File: src/rtl/uart_tx_arbiter_if.sv
// rtl/uart_tx_arbiter_if.sv - requester and UART TX handshake bundle for uart_tx_arbiter
// Purpose: groups both requester byte streams, the UART TX byte stream and the
//          grant/status outputs of uart_tx_arbiter into one port.
// Modports:
//   master - environment side: drives REQn_DATA/VALID/LAST and TX_READY
//   slave  - arbiter side: drives REQn_READY, TX_DATA/TX_VALID, GNT, TIMEOUT_ERR
interface uart_tx_arbiter_if;
  logic [7:0] REQ0_DATA;
  logic       REQ0_VALID;
  logic       REQ0_LAST;
  logic       REQ0_READY;
  logic [7:0] REQ1_DATA;
  logic       REQ1_VALID;
  logic       REQ1_LAST;
  logic       REQ1_READY;
  logic [7:0] TX_DATA;
  logic       TX_VALID;
  logic       TX_READY;
  logic [1:0] GNT;
  logic       TIMEOUT_ERR;

  modport master (
    output REQ0_DATA, REQ0_VALID, REQ0_LAST, REQ1_DATA, REQ1_VALID, REQ1_LAST, TX_READY,
    input  REQ0_READY, REQ1_READY, TX_DATA, TX_VALID, GNT, TIMEOUT_ERR
  );

  modport slave (
    input  REQ0_DATA, REQ0_VALID, REQ0_LAST, REQ1_DATA, REQ1_VALID, REQ1_LAST, TX_READY,
    output REQ0_READY, REQ1_READY, TX_DATA, TX_VALID, GNT, TIMEOUT_ERR
  );
endinterface

File: src/rtl/uart_tx_arbiter.sv
// rtl/uart_tx_arbiter.sv - two-requester frame-locked round-robin arbiter feeding a UART TX channel
// Purpose: grants one of two byte-stream requesters for a whole frame (until a
//          byte with LAST is accepted) and forwards accepted bytes through a
//          one-entry output register to the UART TX channel.
// Ports:
//   FAB_CLK     - fabric clock, all state on rising edge
//   MSS_RESET_N - asynchronous active-low reset (release synchronized externally)
//   bus         - uart_tx_arbiter_if.slave: requester streams, TX stream, GNT, TIMEOUT_ERR
// Parameter:
//   TIMEOUT_CYCLES - idle-mid-frame cycles before a locked grant is revoked
// Optional feature: define UART_ARB_TIMEOUT_EN to enable grant revocation on
//   timeout; otherwise TIMEOUT_ERR is tied low and a grant is held until LAST.
module uart_tx_arbiter #(
  parameter int unsigned TIMEOUT_CYCLES = 1024
) (
  input logic              FAB_CLK,
  input logic              MSS_RESET_N,
  uart_tx_arbiter_if.slave bus
);

  typedef enum logic [1:0] {IDLE = 2'd0, GRANT0 = 2'd1, GRANT1 = 2'd2} state_t;

  state_t     state_q, state_d;
  logic       ptr_q, ptr_d;          // requester served last; the other wins a tie
  logic [7:0] tx_data_q, tx_data_d;
  logic       tx_valid_q, tx_valid_d;

  logic       out_free;
  logic       ready0, ready1;
  logic       acc0, acc1, accept, acc_last;
  logic [7:0] acc_data;
  logic [1:0] gnt;

`ifdef UART_ARB_TIMEOUT_EN
  localparam int unsigned CW = (TIMEOUT_CYCLES > 1) ? $clog2(TIMEOUT_CYCLES) : 1;
  localparam logic [CW-1:0] CNT_LAST = CW'(TIMEOUT_CYCLES - 1);
  logic [CW-1:0] cnt_q, cnt_d;
  logic          tmo_err_q, tmo_err_d;
  logic          grant_valid;
`else
  logic unused_cfg;
  assign unused_cfg = ^TIMEOUT_CYCLES;
`endif

  // State register
  always_ff @(posedge FAB_CLK or negedge MSS_RESET_N) begin
    if (!MSS_RESET_N) begin
      state_q    <= IDLE;
      ptr_q      <= 1'b1;
      tx_data_q  <= 8'h00;
      tx_valid_q <= 1'b0;
`ifdef UART_ARB_TIMEOUT_EN
      cnt_q      <= '0;
      tmo_err_q  <= 1'b0;
`endif
    end else begin
      state_q    <= state_d;
      ptr_q      <= ptr_d;
      tx_data_q  <= tx_data_d;
      tx_valid_q <= tx_valid_d;
`ifdef UART_ARB_TIMEOUT_EN
      cnt_q      <= cnt_d;
      tmo_err_q  <= tmo_err_d;
`endif
    end
  end

  // Next-state and datapath logic
  always_comb begin
    acc0     = ready0 && bus.REQ0_VALID;
    acc1     = ready1 && bus.REQ1_VALID;
    accept   = acc0 || acc1;
    acc_data = acc1 ? bus.REQ1_DATA : bus.REQ0_DATA;
    acc_last = acc1 ? bus.REQ1_LAST : bus.REQ0_LAST;

    state_d    = state_q;
    ptr_d      = ptr_q;
    tx_data_d  = tx_data_q;
    tx_valid_d = tx_valid_q;

    // One-entry output register: refill on accept, otherwise drain on TX_READY.
    if (accept) begin
      tx_data_d  = acc_data;
      tx_valid_d = 1'b1;
    end else if (bus.TX_READY) begin
      tx_valid_d = 1'b0;
    end

    case (state_q)
      IDLE: begin
        if (bus.REQ0_VALID && bus.REQ1_VALID) state_d = ptr_q ? GRANT0 : GRANT1;
        else if (bus.REQ0_VALID)              state_d = GRANT0;
        else if (bus.REQ1_VALID)              state_d = GRANT1;
      end
      GRANT0, GRANT1: begin
        if (accept && acc_last) begin
          state_d = IDLE;
          ptr_d   = (state_q == GRANT1);
        end
      end
      default: state_d = IDLE;
    endcase

`ifdef UART_ARB_TIMEOUT_EN
    grant_valid = (state_q == GRANT1) ? bus.REQ1_VALID : bus.REQ0_VALID;
    cnt_d       = cnt_q;
    tmo_err_d   = 1'b0;
    // Count only cycles where the granted requester has nothing to offer;
    // a stalled TX channel with VALID high is not the requester's fault.
    if (state_q == IDLE || accept) begin
      cnt_d = '0;
    end else if (!grant_valid) begin
      if (cnt_q == CNT_LAST) begin
        state_d   = IDLE;
        ptr_d     = (state_q == GRANT1);
        tmo_err_d = 1'b1;
        cnt_d     = '0;
      end else begin
        cnt_d = cnt_q + 1'b1;
      end
    end
`endif
  end

  // Output decode
  always_comb begin
    out_free = !tx_valid_q || bus.TX_READY;
    ready0   = (state_q == GRANT0) && out_free;
    ready1   = (state_q == GRANT1) && out_free;
    gnt      = 2'b00;
    case (state_q)
      GRANT0:  gnt = 2'b01;
      GRANT1:  gnt = 2'b10;
      default: gnt = 2'b00;
    endcase
  end

  assign bus.REQ0_READY = ready0;
  assign bus.REQ1_READY = ready1;
  assign bus.TX_DATA    = tx_data_q;
  assign bus.TX_VALID   = tx_valid_q;
  assign bus.GNT        = gnt;
`ifdef UART_ARB_TIMEOUT_EN
  assign bus.TIMEOUT_ERR = tmo_err_q;
`else
  assign bus.TIMEOUT_ERR = 1'b0;
`endif

endmodule

File: src/flat_wrapper.sv
// flat-port wrapper written by rule: the top's interface ports become plain ports
module uart_tx_arbiter_flat 
#(
  parameter int unsigned TIMEOUT_CYCLES = 1024
)
  (FAB_CLK, MSS_RESET_N, bus_REQ0_DATA, bus_REQ0_VALID, bus_REQ0_LAST, bus_REQ1_DATA, bus_REQ1_VALID, bus_REQ1_LAST, bus_TX_READY, bus_REQ0_READY, bus_REQ1_READY, bus_TX_DATA, bus_TX_VALID, bus_GNT, bus_TIMEOUT_ERR);
  uart_tx_arbiter_if bus_i ();
  input logic FAB_CLK;
  input logic MSS_RESET_N;
  input wire logic [$bits(bus_i.REQ0_DATA)-1:0] bus_REQ0_DATA;
  input wire logic [$bits(bus_i.REQ0_VALID)-1:0] bus_REQ0_VALID;
  input wire logic [$bits(bus_i.REQ0_LAST)-1:0] bus_REQ0_LAST;
  input wire logic [$bits(bus_i.REQ1_DATA)-1:0] bus_REQ1_DATA;
  input wire logic [$bits(bus_i.REQ1_VALID)-1:0] bus_REQ1_VALID;
  input wire logic [$bits(bus_i.REQ1_LAST)-1:0] bus_REQ1_LAST;
  input wire logic [$bits(bus_i.TX_READY)-1:0] bus_TX_READY;
  output wire logic [$bits(bus_i.REQ0_READY)-1:0] bus_REQ0_READY;
  output wire logic [$bits(bus_i.REQ1_READY)-1:0] bus_REQ1_READY;
  output wire logic [$bits(bus_i.TX_DATA)-1:0] bus_TX_DATA;
  output wire logic [$bits(bus_i.TX_VALID)-1:0] bus_TX_VALID;
  output wire logic [$bits(bus_i.GNT)-1:0] bus_GNT;
  output wire logic [$bits(bus_i.TIMEOUT_ERR)-1:0] bus_TIMEOUT_ERR;
  assign bus_i.REQ0_DATA = bus_REQ0_DATA;
  assign bus_i.REQ0_VALID = bus_REQ0_VALID;
  assign bus_i.REQ0_LAST = bus_REQ0_LAST;
  assign bus_i.REQ1_DATA = bus_REQ1_DATA;
  assign bus_i.REQ1_VALID = bus_REQ1_VALID;
  assign bus_i.REQ1_LAST = bus_REQ1_LAST;
  assign bus_i.TX_READY = bus_TX_READY;
  assign bus_REQ0_READY = bus_i.REQ0_READY;
  assign bus_REQ1_READY = bus_i.REQ1_READY;
  assign bus_TX_DATA = bus_i.TX_DATA;
  assign bus_TX_VALID = bus_i.TX_VALID;
  assign bus_GNT = bus_i.GNT;
  assign bus_TIMEOUT_ERR = bus_i.TIMEOUT_ERR;
  uart_tx_arbiter #(.TIMEOUT_CYCLES(TIMEOUT_CYCLES)) u_core (.FAB_CLK(FAB_CLK), .MSS_RESET_N(MSS_RESET_N), .bus(bus_i));
endmodule
File: config.mk
export PLATFORM = sky130hd
export DESIGN_NAME = uart_tx_arbiter_flat
export DESIGN_NICKNAME = d
export VERILOG_FILES = /design/src/rtl/uart_tx_arbiter_if.sv /design/src/rtl/uart_tx_arbiter.sv /design/src/flat_wrapper.sv
export SDC_FILE = /design/constraint.sdc
export NUM_CORES = 1
export LEC_CHECK = 0
export CAP_MARGIN = 20
export CORE_MARGIN = 2
export CORE_UTILIZATION = 38
export CTS_CLUSTER_SIZE = 40
export DETAILED_ROUTE_END_ITERATION = 12
export GPL_TIMING_DRIVEN = 0
export HOLD_SLACK_MARGIN = 0.15
export PLACE_DENSITY = 0.78
export SKIP_LAST_GASP = 1
export SLEW_MARGIN = 40
export SYNTH_ARGS = -nofsm -noshare
export SYNTH_HDL_FRONTEND = slang
export SYNTH_SLANG_ARGS = --single-unit
File: constraint.sdc
create_clock -name FAB_CLK -period 2.3 [get_ports FAB_CLK]
set_clock_uncertainty 0.05 [all_clocks]
set_input_delay 0.23 -clock FAB_CLK [delete_from_list [all_inputs] [get_ports FAB_CLK]]
set_output_delay 0.23 -clock FAB_CLK [all_outputs]
set_load 0.01 [all_outputs]
== Yosys cells after proc, flatten, opt, wreduce, memory -nomap -nowiden ==
Cells that the tools add are included.
Operators by class
  eq/ne operators: 4
  muxes and demuxes: 11
  reductions and logical operators: 14
Operators with widths (count)
  2-to-1 mux 2 bit: 5
  2-to-1 mux 8 bit: 1
  one-hot mux 2 bit (2 select lines): 2
  logical AND 1 bit: 6
  inequality test 4 x 3 -> 1 bit (second input constant): 1
  AND reduction 2 bit: 2
  2-to-1 mux 1 bit: 3
  equality test 2 x 1 -> 1 bit (second input constant): 1
  equality test 2 bit (second input constant): 1
  zero test 2 bit: 1
  logical OR 1 bit: 2
  inequality test 2 x 1 -> 1 bit (second input constant): 1
  nonzero test 2 bit: 1
  OR reduction 2 bit: 1
  zero test 1 bit: 1
Storage, ports and cells
  flip-flop bits (word level): 12
  output and inout bits: 14
  logic and storage cells: 33

== Longest topological paths before layout ==
Gate-level depths: netlist of the first run.
  word-level depth: 8
  depth in mapped cells: 7
  depth with buffers taken out: 6

== Worst setup path after synthesis of the first run ==
No wires, ideal clock.
  kind: flip-flop to flip-flop
  start: reg u_core.state_q[0]
  end: reg u_core.ptr_q
  setup time: 82 ps
  data arrival time: 1564 ps
  data required time: 2168 ps
  setup slack: 604 ps
  stages on the path, launching flop included: 7
  buffers on the path: 0
  period minus slack after synthesis: 1696 ps
  cell sequence: dfrtp_1 -> inv_1 -> ha_1 -> nand2_1 -> and4bb_4 -> o21ai_0 -> mux2_2
On the way
  longest elaborated chain between the ends: 6
  elaborated cells between the ends (all ways): 11
RTL lines
  start: declaration: RTL line uart_tx_arbiter.sv:23  | state_t state_q, state_d;
  start signal: assignment: RTL line uart_tx_arbiter.sv:57  | state_q <= state_d;
  equality test 2 bit / equality test 2 x 1 -> 1 bit (equally long branches)
  logical AND 1 bit (on tied branches): RTL line uart_tx_arbiter.sv:129, uart_tx_arbiter.sv:128
  logical AND 1 bit (on tied branches): RTL line uart_tx_arbiter.sv:71, uart_tx_arbiter.sv:70
  2-to-1 mux 1 bit / logical OR 1 bit (equally long branches): RTL line uart_tx_arbiter.sv:74, uart_tx_arbiter.sv:72
  logical AND 1 bit: RTL line uart_tx_arbiter.sv:96  | if (accept && acc_last) begin
  AND reduction 2 bit (no source line)
  end signal: assignment: RTL line uart_tx_arbiter.sv:58  | ptr_q <= ptr_d;
  end: declaration: RTL line uart_tx_arbiter.sv:24  | logic ptr_q, ptr_d;
Several ways; a longest one is shown, not always the timed one.
A chain may end at the register's enable or synchronous reset.

== Final worst setup path of the first run ==
  start: reg u_core.state_q[0]
  end: out bus_REQ1_READY
On the way
  longest elaborated chain between the ends: 2
RTL lines
  equality test 2 bit: RTL line uart_tx_arbiter.sv:129  | ready1 = (state_q == GRANT1) && out_free;
  logical AND 1 bit: RTL line uart_tx_arbiter.sv:129
  end: declaration: RTL line flat_wrapper.sv:18  | output wire logic [$bits(bus_i.REQ1_READY)-1:0] bus_REQ1_READY;
No other way between the ends.

==> results.toml, run 1 <==
[pwr]
clock_power_share_pct = 14.0
swShare_pct = 35.59
p_int_uw = 779.3
netSwitchingPower_uw = 430.5
peakVddDrop_mv = 0.6139
p_seq_share_pct = 30.7
pwr_density_cell_nw_per_um2 = 1084
combinationalPowerShare_pct = 55.4
total_leakage_power_uw = 0.0004515

[critical_path]
timing.reg2reg.worst_path_depth = 6
timing.critical_path.to = "bus_REQ1_READY"
cp.depth = 4
worstPathMaxFanout = 4
cp-end-kind = "output port"
crit_path_cell_trace = "inv_1 -> ha_1 -> and2_1 -> clkdlybuf4s50_1"
critPathArrivalTime_ns = 1.67
critical_path.reg2reg.endpoint = "u_core.bus.TX_DATA[7]"
startpoint = "u_core.state_q[0]"
worst_path_max_delay_cell = "sky130_fd_sc_hd__clkdlybuf4s50_1"
worst-r2r-setup-slack_ns = 0.44
path_class = "reg -> out"
r2r_start = "u_core.state_q[0]"
worst_setup_path_start_kind = "register"
slowest_delay_ns = 0.54
critical-path-top-delay-family = "buffers and inverters"
required_time_at_the_endpoint_of_the_critical_path_ns = 2.02
number_of_buffer_and_inverter_instances_along_the_worst_setup_path = 2

[route]
detail_route.wirelength_um = 1656
drt_drc_violations_left = 0
drtIter0Drc = 2
wl_per_cell_um = 12.36
detail_route.vias_per_cell = 4.813
drt-pass1-iter-count = 3
ant_nets = 0
via_count = 645

[cts]
clock_tree_from_tritoncts = "yes"
post_cts_buffers = 0
cts.hold.buffers_added = 0
h-tree-depth = 1
clock_latency_ns = 0.27
max-clock-path-buffers = 2
clkTransAtPathRegs_ns = 0.08
tritoncts_num_sinks = 12
clk_root_buffer_cell = "sky130_fd_sc_hd__clkbuf_4"
postCtsResizedCells = 0
cts_buffers = 3

[synth]
synthesis.area_sq_um = 698.2
synth.distinct_cells = 27
synth-seq-area-share_pct = 43.19
syn_area_per_cell_sq_um = 9.974
async_reset_ff_share_pct = 100.0
syn_nets = 97
synth_warn = 0
ys_dominant_reg_cell = "sky130_fd_sc_hd__dfrtp_1"
synth.ff_latch_count = 12
post_synth_inst_count = 70
synth_edf_count = 0

[timing]
post-route-min-period_ns = 1.946
finalHoldViolations = 0
maximum_clock_frequency_mhz = 513.8
fin_crit_sh_pct = 84.62
setup_viol = 0
setup_repair_after_global_routing_missed_its_margin = "false"
tightest_slew_ns = 0.5556
setup_tns_ns = 0
timing.slew.headroom_pct = 62.85
timing_max_transition_violations_final = 0

[global_routing]
antenna_found_initial = 0
groute.usage.overall_pct = 16.40
first_pass_grt_wire_length_um = 2504
first_global_vias = 617
maximum_number_of_pins_on_one_net_before_global_route_repair = 13
grt.overflow.total = 0

[die]
start_util_pct = 40.43
rows = 15
pin_count = 37
coreArea_sq_um = 1727
floorplan.die.width_um = 46.87
floorplan.die_area_sq_um = 2196
die_h_um = 46.87

[placed_design]
gpl.final_weighted_congestion = 0.7580
buffer_ports.inserted = 35
detailed_place_hpwl_um = 1312
placed_cells = 130

[finish]
final_nets = 137
n_fill_cell = 145
layout.area.seq_sq_um = 301.5
syn_to_final_growth_pct = 59.86
area_of_the_multi_input_gates_sq_um = 370.4
final_cells = 134
ant_diodes = 0
share_of_layout_cells_above_drive_strength_1_pct = 10.09

[worst_hold_path]
worstHoldPathType = "in -> async"

[status]
status = "finished clean"

[flow_run]
drv_cap = 0
power by group through the flow:
stage / Clock, uW / Sequential, uW / Combinational, uW
floorplan: 0 / 406 / 327
global placement: 0 / 372 / 653
detailed placement: 0 / 375 / 672
CTS: 174 / 373 / 676
global route: 187 / 387 / 736
finish: 169 / 371 / 670
synth_stat cells (2+ instances only):
master	instances	share of area [%]
sky130_fd_sc_hd__a21boi_0	2	2.1
sky130_fd_sc_hd__a21oi_1	7	5.0
sky130_fd_sc_hd__and2_1	2	1.8
sky130_fd_sc_hd__dfrtp_1	11	39
sky130_fd_sc_hd__ha_1	4	7.2
sky130_fd_sc_hd__inv_1	4	2.1
sky130_fd_sc_hd__mux2i_1	8	11
sky130_fd_sc_hd__nand2_1	5	2.7
sky130_fd_sc_hd__nor2_1	7	3.8
sky130_fd_sc_hd__o21ai_0	3	2.1
worst min path at each step:
stage                               start               endpoint  depth (start not counted)  slack (ns)
global placement    u_core.bus.TX_DATA[1]  u_core.bus.TX_DATA[1]                          2        0.46
floorplan                     MSS_RESET_N  u_core.bus.TX_DATA[0]                          0       -0.12
finish                        MSS_RESET_N  u_core.bus.TX_DATA[4]                          1        0.26
global route                  MSS_RESET_N  u_core.bus.TX_DATA[1]                          1        0.30
CTS                           MSS_RESET_N  u_core.bus.TX_DATA[4]                          1        0.28
detailed placement  u_core.bus.TX_DATA[3]  u_core.bus.TX_DATA[3]                          2        0.47
flip-flops by register name, summed over array words and instances, names as in the netlist:
register	flops
u_core.state_q	2
u_core.bus.TX_VALID	1
u_core.bus.TX_DATA	8
u_core.ptr_q	1
layer usage:
metal / vias to the layer above / wire length, um / GRT usage, %
met4: 0 / 21 / 6.667
met2: 29 / 794 / 28.49
met1: 293 / 690 / 18.94
li1: 319 / - / -
met3: 4 / 150 / 4.615
met5: - / 0 / 0
cell families after synthesis:
kind of cell    share of synthesized area, %
simple gates                           19.54
compound gates                         12.72
flops                                  43.19
mux                                    13.08
buf+inv                                3.763
fa+ha+maj                              7.169
other cells                           0.5371
layout make-up:
cell class                 count  area share, %
timing repair buffer          35          31.39
buffer                         2          1.009
tap                           25          2.803
sequential                    12          27.02
clock buffer                   4          3.251
inverter                       4          1.345
multi-input combinational     52          33.18
layout by cell type, fill, tap and decap left out, drive strengths merged:
| cell type | n |
|---|---|
| nand2 | 5 |
| inv | 4 |
| dfstp | 1 |
| or3 | 1 |
| clkbuf | 5 |
| o31ai | 1 |
| buf | 1 |
| mux2i | 8 |
| a21oi | 7 |
| nor2 | 8 |
| nor3 | 1 |
| and4bb | 1 |
| or4 | 1 |
| o21ai | 3 |
| mux2 | 1 |
| a21boi | 2 |
| nor2b | 1 |
| nor3b | 1 |
| o32ai | 1 |
| nand3 | 1 |
| nand2b | 1 |
| conb | 1 |
| dfrtp | 11 |
| o211ai | 1 |
| ha | 4 |
| and2 | 2 |
| clkdlybuf4s50 | 35 |
metrics by stage:
stage / instance area [sq um] / util (%) / hold slack (ns) / power, uW / setup WS (ns)
3_3_place_gp: 1080 / 62.54 / 0.4589 / 1025 / 0.4346
4_1_cts: 1116 / 64.64 / 0.2761 / 1222 / 0.3395
2_1_floorplan: 698.2 / - / -0.1156 / 732.7 / 0.6041
6_report: 1116 / 64.64 / 0.2595 / 1210 / 0.3537
5_1_grt: 1116 / 64.64 / 0.2983 / 1311 / 0.2616
3_5_place_dp: 1080 / 62.54 / 0.4733 / 1047 / 0.4167
Note: power is estimated with default switching activity, not from simulation.
==> run 2: changes to the inputs <==
CORE_UTILIZATION = 34   (was 38)
PLACE_DENSITY = 0.74   (was 0.78)
clock period = 1.6 ns   (was 2.3 ns; I/O delays follow)
==> results.toml, run 2 (synthesis results as in run 1) <==
[die]
start_util_pct = 35.95
floorplan.die.width_um = 49.32
floorplan.die_area_sq_um = 2432
die_h_um = 49.32
rows = 16
pin_count = 37
coreArea_sq_um = 1942

[finish]
layout_commonest_cell = "sky130_fd_sc_hd__clkdlybuf4s50_1"
finish.instance_area_sq_um = 1270
most-common-layout-cells = "31 x sky130_fd_sc_hd__clkdlybuf4s50_1, 11 x sky130_fd_sc_hd__dfrtp_1, 9 x sky130_fd_sc_hd__buf_4"
syn_to_final_growth_pct = 81.90
ant_diodes = 0
final_nets = 146
largest_register_ffs = 8
share_of_the_core_filled_with_cells_pct = 65.40
final_cells = 145
share_of_layout_cells_above_drive_strength_1_pct = 24.58
n_fill_cell = 165

[route]
drt_drc_violations_left = 0
detail_route.vias_per_cell = 4.883
detail_route.wirelength_um = 1892
wl_per_cell_um = 13.05
drt-pass1-iter-count = 4
via_count = 708
ant_nets = 0
drtIter0Drc = 8

[pwr]
pwr_density_cell_nw_per_um2 = 1568
total_leakage_power_uw = 0.0005222
peakVddDrop_mv = 0.7509

[timing]
setup_viol = 2
timing.slew.headroom_pct = 62.82
layout_setup_ws_ns = -0.02627
setup_tns_ns = -0.03089
tightest_slew_ns = 0.5559
post-route-min-period_ns = 1.626
fin_crit_sh_pct = 101.6
timing_max_transition_violations_final = 0
maximum_clock_frequency_mhz = 614.9
setup_repair_after_global_routing_missed_its_margin = "true"
finalHoldViolations = 0

[critical_path]
required_time_at_the_endpoint_of_the_critical_path_ns = 1.73
critPathArrivalTime_ns = 1.76
crit_path_cell_trace = "buf_4 -> ha_4 -> nand2_8 -> and4bb_4 -> or4_1 -> o211ai_1"
worst_setup_path_start_kind = "register"
path_class = "reg -> reg"
worstPathMaxFanout = 5
slowest_delay_ns = 0.41
cp-end-kind = "register"
timing.reg2reg.worst_path_depth = 6
worst_path_max_delay_cell = "sky130_fd_sc_hd__or4_1"

[cts]
clock_latency_ns = 0.26
tritoncts_num_sinks = 12
clk_root_buffer_cell = "sky130_fd_sc_hd__clkbuf_4"
max-clock-path-buffers = 2
cts_buffers = 3
h-tree-depth = 1
clock_tree_from_tritoncts = "yes"
clkTransAtPathRegs_ns = 0.08

[global_routing]
grt.overflow.total = 0
maximum_number_of_pins_on_one_net_before_global_route_repair = 13
groute.usage.overall_pct = 15.14
first_pass_grt_wire_length_um = 2801
first_global_vias = 666
antenna_found_initial = 0

[placed_design]
pre_cts_slack_ns = -0.1926
gpl.final_weighted_congestion = 0.7119
placed_cells = 132
detailed_place_hpwl_um = 1351
detailed_place.area_sq_um = 1097
buffer_ports.inserted = 35

[status]
failed_checks = "negative setup slack"
status = "finished, violations left"

[flow_run]
drv_cap = 0

[worst_hold_path]
worstHoldPathType = "in -> async"
run 2: power breakdown:
part | internal, uW | switching [uW] | total, uW
combinational | 674 | 547 | 1220
sequential | 455 | 79.1 | 534
clock | 138 | 98.5 | 236
run 2: metal layers:
layer / global-route usage, % / share of wire, %
met5: 0 / 0
met4: 5.714 / 1.2
met3: 4.601 / 7.7
met2: 29.28 / 52
met1: 14.70 / 39
run 2: worst max-delay path, delay by kind of cell (launching register included):
family | cells | cell delay [ns]
adder cells (fa/ha/maj) | 1 | 0.17
buffers and inverters | 1 | 0.13
flip-flops | 1 | 0.37
AND/OR/NAND/NOR | 3 | 0.72
AO/OA/AOI/OAI | 1 | 0.11
run 2: stage by stage:
step	power [uW]	hold slack, ns
6_report	1991	0.2001
2_1_floorplan	1079	-0.1856
3_5_place_dp	1541	0.4673
3_3_place_gp	1503	0.4574
4_1_cts	1827	0.2185
5_1_grt	2141	0.2201
run 2: repair_timing:
action,4_1_cts,5_1_grt
cloned,0,0
setup buffers,3,6
pin swaps,0,4
setup endpoints to repair,15,13
resized for setup,13,12
hold buffers,0,0
run 2: final cells by class:
| cell class | instances | area, sq um | area share (%) |
|---|---|---|---|
| tap | 27 | 33.78 | 2.660 |
| clock buffer | 4 | 36.28 | 2.857 |
| inverter | 4 | 15.01 | 1.182 |
| timing repair buffer | 44 | 427.9 | 33.69 |
| buffer | 2 | 18.77 | 1.478 |
| multi-input combinational | 52 | 436.7 | 34.38 |
| sequential | 12 | 301.5 | 23.74 |
run 2: final timing paths:
| path | from | to | slack, ns |
|---|---|---|---|
| min in group FAB_CLK | bus_REQ1_DATA[6] | u_core.bus.TX_DATA[6] | 0.40 |
| min | MSS_RESET_N | u_core.bus.TX_DATA[2] | 0.20 |
| max reg2reg | u_core.state_q[1] | u_core.state_q[1] | -0.03 |
| max in group asynchronous | MSS_RESET_N | u_core.ptr_q | 0.93 |
| min reg2reg | u_core.bus.TX_DATA[1] | u_core.bus.TX_DATA[1] | 0.48 |
| max | u_core.state_q[1] | u_core.state_q[1] | -0.03 |
